**src/rtl/dbus_arbiter.sv**
```systemverilog
// Data-bus arbiter: two masters share one data memory and one RSA accelerator window.
// Latency: ack on the 3rd cycle of a request for DMEM, plus one cycle per RSA wait-for-ack cycle.
// Backpressure: masters hold req until their one-cycle ack; RSA side stalls in place until rsa_ack.
//
// Ports:
//   clk, rst            single clock, synchronous active-high reset
//   mN_req/addr/wdata/we  master N request (N=0,1); we==0 means read
//   mN_rdata/mN_ack       master N response, rdata valid only with ack
//   dmem_*                data-memory request, read data returns by the next edge
//   rsa_*                 RSA Wishbone-style request, held until rsa_ack
//   grant_id              master currently being served
//   bus_err               error pulse, coincident with the ack of a timed-out RSA access
//
// Optional feature: define DBUS_TIMEOUT_EN to bound the RSA wait to TIMEOUT_CYCLES cycles;
// a timed-out access completes with rdata 32'hDEAD_BEEF and bus_err=1.

module dbus_arbiter #(
    parameter logic [31:0] RSA_BASE       = 32'h0000_8000,
    parameter logic [31:0] RSA_MASK       = 32'hFFFF_FF00,
    parameter int          TIMEOUT_CYCLES = 64
) (
    input  logic        clk,
    input  logic        rst,

    input  logic        m0_req,
    input  logic [31:0] m0_addr,
    input  logic [31:0] m0_wdata,
    input  logic [3:0]  m0_we,
    output logic [31:0] m0_rdata,
    output logic        m0_ack,

    input  logic        m1_req,
    input  logic [31:0] m1_addr,
    input  logic [31:0] m1_wdata,
    input  logic [3:0]  m1_we,
    output logic [31:0] m1_rdata,
    output logic        m1_ack,

    output logic        dmem_en,
    output logic [31:0] dmem_addr,
    output logic [31:0] dmem_wdata,
    output logic [3:0]  dmem_we,
    input  logic [31:0] dmem_rdata,

    output logic        rsa_en,
    output logic [31:0] rsa_addr,
    output logic [31:0] rsa_wdata,
    output logic        rsa_we,
    input  logic [31:0] rsa_rdata,
    input  logic        rsa_ack,

    output logic        grant_id,
    output logic        bus_err
);

    typedef enum logic [1:0] {
        S_IDLE = 2'd0,
        S_DMEM = 2'd1,
        S_RSA  = 2'd2,
        S_RESP = 2'd3
    } state_t;

    state_t      state_q, state_d;
    logic        grant_q, grant_d;
    logic        prio_q,  prio_d;     // master that wins a simultaneous request
    logic [31:0] addr_q,  addr_d;
    logic [31:0] wdata_q, wdata_d;
    logic [3:0]  we_q,    we_d;
    logic [31:0] rdata_q, rdata_d;
    logic        err_q,   err_d;

    // Winner of the current IDLE sample: the priority holder on a tie, else the lone requester.
    logic        win;
    logic [31:0] sel_addr;
    assign win      = (m0_req && m1_req) ? prio_q : m1_req;
    assign sel_addr = win ? m1_addr : m0_addr;

    logic timeout_hit;

`ifdef DBUS_TIMEOUT_EN
    localparam int CW = $clog2(TIMEOUT_CYCLES + 1);
    logic [CW-1:0] cnt_q;

    // Counts RSA cycles already spent; zero whenever outside RSA, so it is clear on entry.
    always_ff @(posedge clk) begin
        if (rst) begin
            cnt_q <= '0;
        end else if (state_q == S_RSA) begin
            cnt_q <= cnt_q + CW'(1);
        end else begin
            cnt_q <= '0;
        end
    end

    assign timeout_hit = (cnt_q == CW'(TIMEOUT_CYCLES - 1));
`else
    logic unused_timeout;
    assign unused_timeout = (TIMEOUT_CYCLES != 0);
    assign timeout_hit    = 1'b0;
`endif

    always_ff @(posedge clk) begin
        if (rst) begin
            state_q <= S_IDLE;
            grant_q <= 1'b0;
            prio_q  <= 1'b0;
            addr_q  <= '0;
            wdata_q <= '0;
            we_q    <= '0;
            rdata_q <= '0;
            err_q   <= 1'b0;
        end else begin
            state_q <= state_d;
            grant_q <= grant_d;
            prio_q  <= prio_d;
            addr_q  <= addr_d;
            wdata_q <= wdata_d;
            we_q    <= we_d;
            rdata_q <= rdata_d;
            err_q   <= err_d;
        end
    end

    always_comb begin
        state_d = state_q;
        grant_d = grant_q;
        prio_d  = prio_q;
        addr_d  = addr_q;
        wdata_d = wdata_q;
        we_d    = we_q;
        rdata_d = rdata_q;
        err_d   = err_q;

        case (state_q)
            S_IDLE: begin
                if (m0_req || m1_req) begin
                    grant_d = win;
                    prio_d  = ~win;
                    addr_d  = sel_addr;
                    wdata_d = win ? m1_wdata : m0_wdata;
                    we_d    = win ? m1_we    : m0_we;
                    rdata_d = '0;
                    err_d   = 1'b0;
                    state_d = ((sel_addr & RSA_MASK) == RSA_BASE) ? S_RSA : S_DMEM;
                end
            end
            S_DMEM: begin
                rdata_d = (|we_q) ? 32'h0 : dmem_rdata;
                state_d = S_RESP;
            end
            S_RSA: begin
                if (rsa_ack) begin
                    rdata_d = (|we_q) ? 32'h0 : rsa_rdata;
                    state_d = S_RESP;
                end else if (timeout_hit) begin
                    rdata_d = 32'hDEAD_BEEF;
                    err_d   = 1'b1;
                    state_d = S_RESP;
                end
            end
            S_RESP: begin
                state_d = S_IDLE;
            end
            default: begin
                state_d = S_IDLE;
            end
        endcase
    end

    // Outputs are gated by state so every bus reads zero while no transfer is active.
    logic in_dmem, in_rsa, in_resp;
    assign in_dmem = (state_q == S_DMEM);
    assign in_rsa  = (state_q == S_RSA);
    assign in_resp = (state_q == S_RESP);

    assign dmem_en    = in_dmem;
    assign dmem_addr  = in_dmem ? addr_q  : 32'h0;
    assign dmem_wdata = in_dmem ? wdata_q : 32'h0;
    assign dmem_we    = in_dmem ? we_q    : 4'h0;

    assign rsa_en     = in_rsa;
    assign rsa_addr   = in_rsa ? addr_q  : 32'h0;
    assign rsa_wdata  = in_rsa ? wdata_q : 32'h0;
    assign rsa_we     = in_rsa & (|we_q);

    assign m0_ack     = in_resp & ~grant_q;
    assign m1_ack     = in_resp &  grant_q;
    assign m0_rdata   = m0_ack ? rdata_q : 32'h0;
    assign m1_rdata   = m1_ack ? rdata_q : 32'h0;

    assign grant_id   = grant_q;
    assign bus_err    = in_resp & err_q;

endmodule
```
**config.mk**
```make
export PLATFORM = sky130hd
export DESIGN_NAME = dbus_arbiter
export DESIGN_NICKNAME = d
export VERILOG_FILES = /design/src/rtl/dbus_arbiter.sv
export SDC_FILE = /design/constraint.sdc
export NUM_CORES = 1
export LEC_CHECK = 0
export CAP_MARGIN = 20
export CORE_AREA = 2 2 157 159
export CTS_CLUSTER_SIZE = 16
export DETAILED_ROUTE_END_ITERATION = 12
export DIE_AREA = 0 0 159 161
export PLACE_DENSITY = 0.69
export REMOVE_ABC_BUFFERS = 1
export SYNTH_ARGS = -nofsm -noshare
export SYNTH_HDL_FRONTEND = slang
export SYNTH_SLANG_ARGS = --single-unit
```
**constraint.sdc**
```tcl
create_clock -name clk -period 3.4 [get_ports clk]
set_input_delay 0.68 -clock clk [delete_from_list [all_inputs] [get_ports clk]]
set_output_delay 0.68 -clock clk [all_outputs]
set_load 0.03 [all_outputs]
```
==> out/qor.yml, run 1 <==
outcome:
  status: "finished clean"
cells_and_area:
  area_delta_synth_final_pct: 73.90
  nets: 1369
  fillers: 2440
  n_antenna_cell: 0
  multi_input_area_sq_mm: 0.003628
  layout-drive-gt1-share_pct: 7.137
  regArea_sq_mm: 0.002082
  stdcell_area_sq_mm: 0.01062
sta:
  fmax_mhz: 338.5
  hold_ws_ps: 463.5
  period_needed_ps: 2955
  tightestPinTransition_ps: 615.4
  rsz0062_at_grt: "false"
  slew_viol_final: 0
  finalHoldViolations: 0
  fin_skew_ps: 11.02
  setup_viol: 0
  relSlewSlack_pct: 58.97
  finalCritPeriodShare_pct: 86.90
clock_network:
  path_clk_slew_ps: 70
  cts.sinks: 104
  clk_path_buf_depth: 2
  numCtsBuffers: 9
  post-cts-setup-buffers: 0
  cts_root_buffer: "clkbuf_16"
  insertion_delay_ps: 350
  cts_resized: 0
  cts_tree: "done"
  cts_htree_levels: 3
  holdBufCountCts: 0
synth:
  synth.distinct_cells: 39
  synth_largest_area_cell: "dfxtp_1"
  yosys_register_bits: 104
  synth_area_leaders: "dfxtp_1 (34%), and2_1 (17%), nand2_1 (7.9%), a21oi_1 (6.4%), a32oi_1 (6.3%)"
  syn_inst: 802
  syn-cell-area_sq_mm: 0.006107
  yosysTopAreaCellShare_pct: 34.09
  synth-seq-area-share_pct: 34.09
  ys_warn_count: 0
  syn_area_per_cell_sq_um: 7.615
setup_path:
  crit_path_start_kind: "flip-flop"
  cp_max_fo: 37
  critical_path_required_ps: 2720
  reg2reg_from: "state_q[0]"
  critPathKind: "reg2out"
  cp.arrival_ps: 2270
  r2r_end: "wdata_q[12]"
  critPathCaptureType: "primary output"
  rr_worst_depth: 8
  ff2ff_setup_slack_ps: 1130
global_route:
  grt_pass1_vias: 7217
  grt_max_degree: 63
  track_usage_pct: 18.99
  antenna_found_initial: 0
  grt_pass1_wl_mm: 39.32
  gr-total-overflow: 0
worst_hold_path:
  hp-start: "rdata_q[9]"
  hp-class: "reg2reg"
  worstHoldEndpoint: "rdata_q[9]"
  hold_path_depth: 2
power:
  cellLeakagePower_nw: 4.011
  powerDensity_mw_per_mm2: 405.7
  power_mw: 4.309
  max-vdd-ir-drop_v: 0.0001958
floorplan:
  initial_core_util_pct: 25.49
  die_w_um: 159
  ios: 408
  die_h_um: 161
  die-area_sq_mm: 0.02560
  core_area_sq_mm: 0.02396
  core.rowCount: 57
run:
  drv_cap: 0
placement:
  place_area_sq_mm: 0.01036
  place_congestion: 0.8041
  portBuffers: 406
  hpwl_mm: 18.78
routing:
  num_vias: 7126
  drc: 0
  wl_per_cell_um: 17.10
  vias_per_cell: 4.792
  drtIter0Drc: 287
  drtPass1Iterations: 4
  drt_wl_total_mm: 25.43
  ant_nets: 0
==> final cells by class <==
cell class,count,area share (%)
Timing Repair Buffer,430,39.75
Multi-Input combinational cell,609,34.17
Sequential cell,104,19.60
Tap cell,324,3.817
Clock buffer,11,2.191
Clock inverter,4,0.2945
Inverter,5,0.1767
==> per-layer routing <==
layer | share of wire (%) | vias up | track usage (%)
li1 | - | 3511 | -
met1 | 42 | 3288 | 22.80
met2 | 48 | 291 | 33.04
met3 | 7.1 | 36 | 4.931
met4 | 2.3 | 0 | 6.405
met5 | 0 | - | 0
==> sequential cells by signal, indices dropped and copies added, names as in the netlist <==
| name | cells |
|---|---|
| addr_q | 32 |
| rdata_q | 32 |
| wdata_q | 32 |
| we_q | 4 |
| state_q | 2 |
| grant_id | 1 |
| prio_q | 1 |
==> critical path: stages (launching register included) <==
cell	delay (ps)
dfxtp_1	350
inv_1	130
ha_2	220
buf_4	360
and2_1	180
clkdlybuf4s50_1	680
==> cells in the mapped netlist <==
library cell / instances
nor2_1: 30
nand4_1: 3
nand3_1: 32
clkbuf_1: 48
a21oi_1: 78
a32o_1: 1
nor2_4: 1
a22o_1: 32
nor3_2: 1
o21ai_0: 2
o31ai_1: 1
and3_1: 32
nor4b_1: 2
ha_1: 5
and4_1: 1
a31oi_1: 1
o311ai_0: 1
nor3b_2: 1
a311oi_1: 24
a2111oi_0: 1
and2_1: 167
o21a_1: 1
conb_1: 1
o21ai_1: 2
a32oi_1: 44
or2_2: 1
buf_6: 7
buf_2: 25
o2bb2ai_1: 1
nand2_1: 129
buf_4: 4
nor2b_1: 2
nand2b_1: 1
or3_1: 1
nor4_1: 8
inv_1: 5
dfxtp_1: 104
a21oi_2: 1
or4_4: 1
==> cells in the final DEF, fill, tap and decap left out, drive strengths merged, types with 4 or more instances in the layout <==
cell	netlist	layout
inv	5	6
nor4	8	8
a21oi	79	79
ha	5	5
a311oi	24	24
buf	36	58
clkdlybuf4s50	0	372
and3	32	32
a22o	32	32
a32oi	44	44
dfxtp	104	104
clkbuf	48	11
o21ai	4	4
nand3	32	32
nand2	129	129
and2	167	167
nor2	31	31
==> cells by family after synthesis <==
logic type	Yosys count	synth area share [%]
and+or+nand+nor	413	35.59
AOI/OAI and AO/OA	190	22.15
DFF	104	34.09
buffers and inverters	89	7.089
adders and majority gates	5	1.024
other	1	0.06140
==> report_power, final <==
part	internal, mW	total (mW)	switching [mW]
combinational	0.773	1.82	1.05
sequential	1.38	1.51	0.129
clock	0.497	0.981	0.484
total	2.65	4.31	1.66
==> per-stage QoR <==
step	std cells	TNS, ps	utilization (%)	worst slack [ps]
3_3_place_gp	1472	0	43.22	710.2
6_report	1487	0	44.32	445.5
3_5_place_dp	1472	0	43.22	661.1
2_1_floorplan	718	-23450	-	-522.6
4_1_cts	1487	0	44.32	397.6
5_1_grt	1487	0	44.32	296.1
==> worst max path at each step <==
stage / startpoint / cells past startpoint / slack [ps] / end
after floorplan: state_q[0] / 6 / -520 / addr_q[0]
after global placement: m1_req / 6 / 710 / rdata_q[4]
after detailed placement: m1_req / 6 / 660 / rdata_q[25]
after CTS: state_q[0] / 5 / 400 / rsa_addr[9]
after global routing: state_q[0] / 5 / 300 / rsa_addr[8]
final: state_q[0] / 5 / 450 / rsa_addr[9]
No activity file was read; power rests on OpenSTA's default activity.
==> run 2, diff against run 1 <==
Settings changed: CTS_CLUSTER_DIAMETER from default to 150.
==> results of run 2 <==
No change in the layout: final DEF, timing and power equal those of run 1.
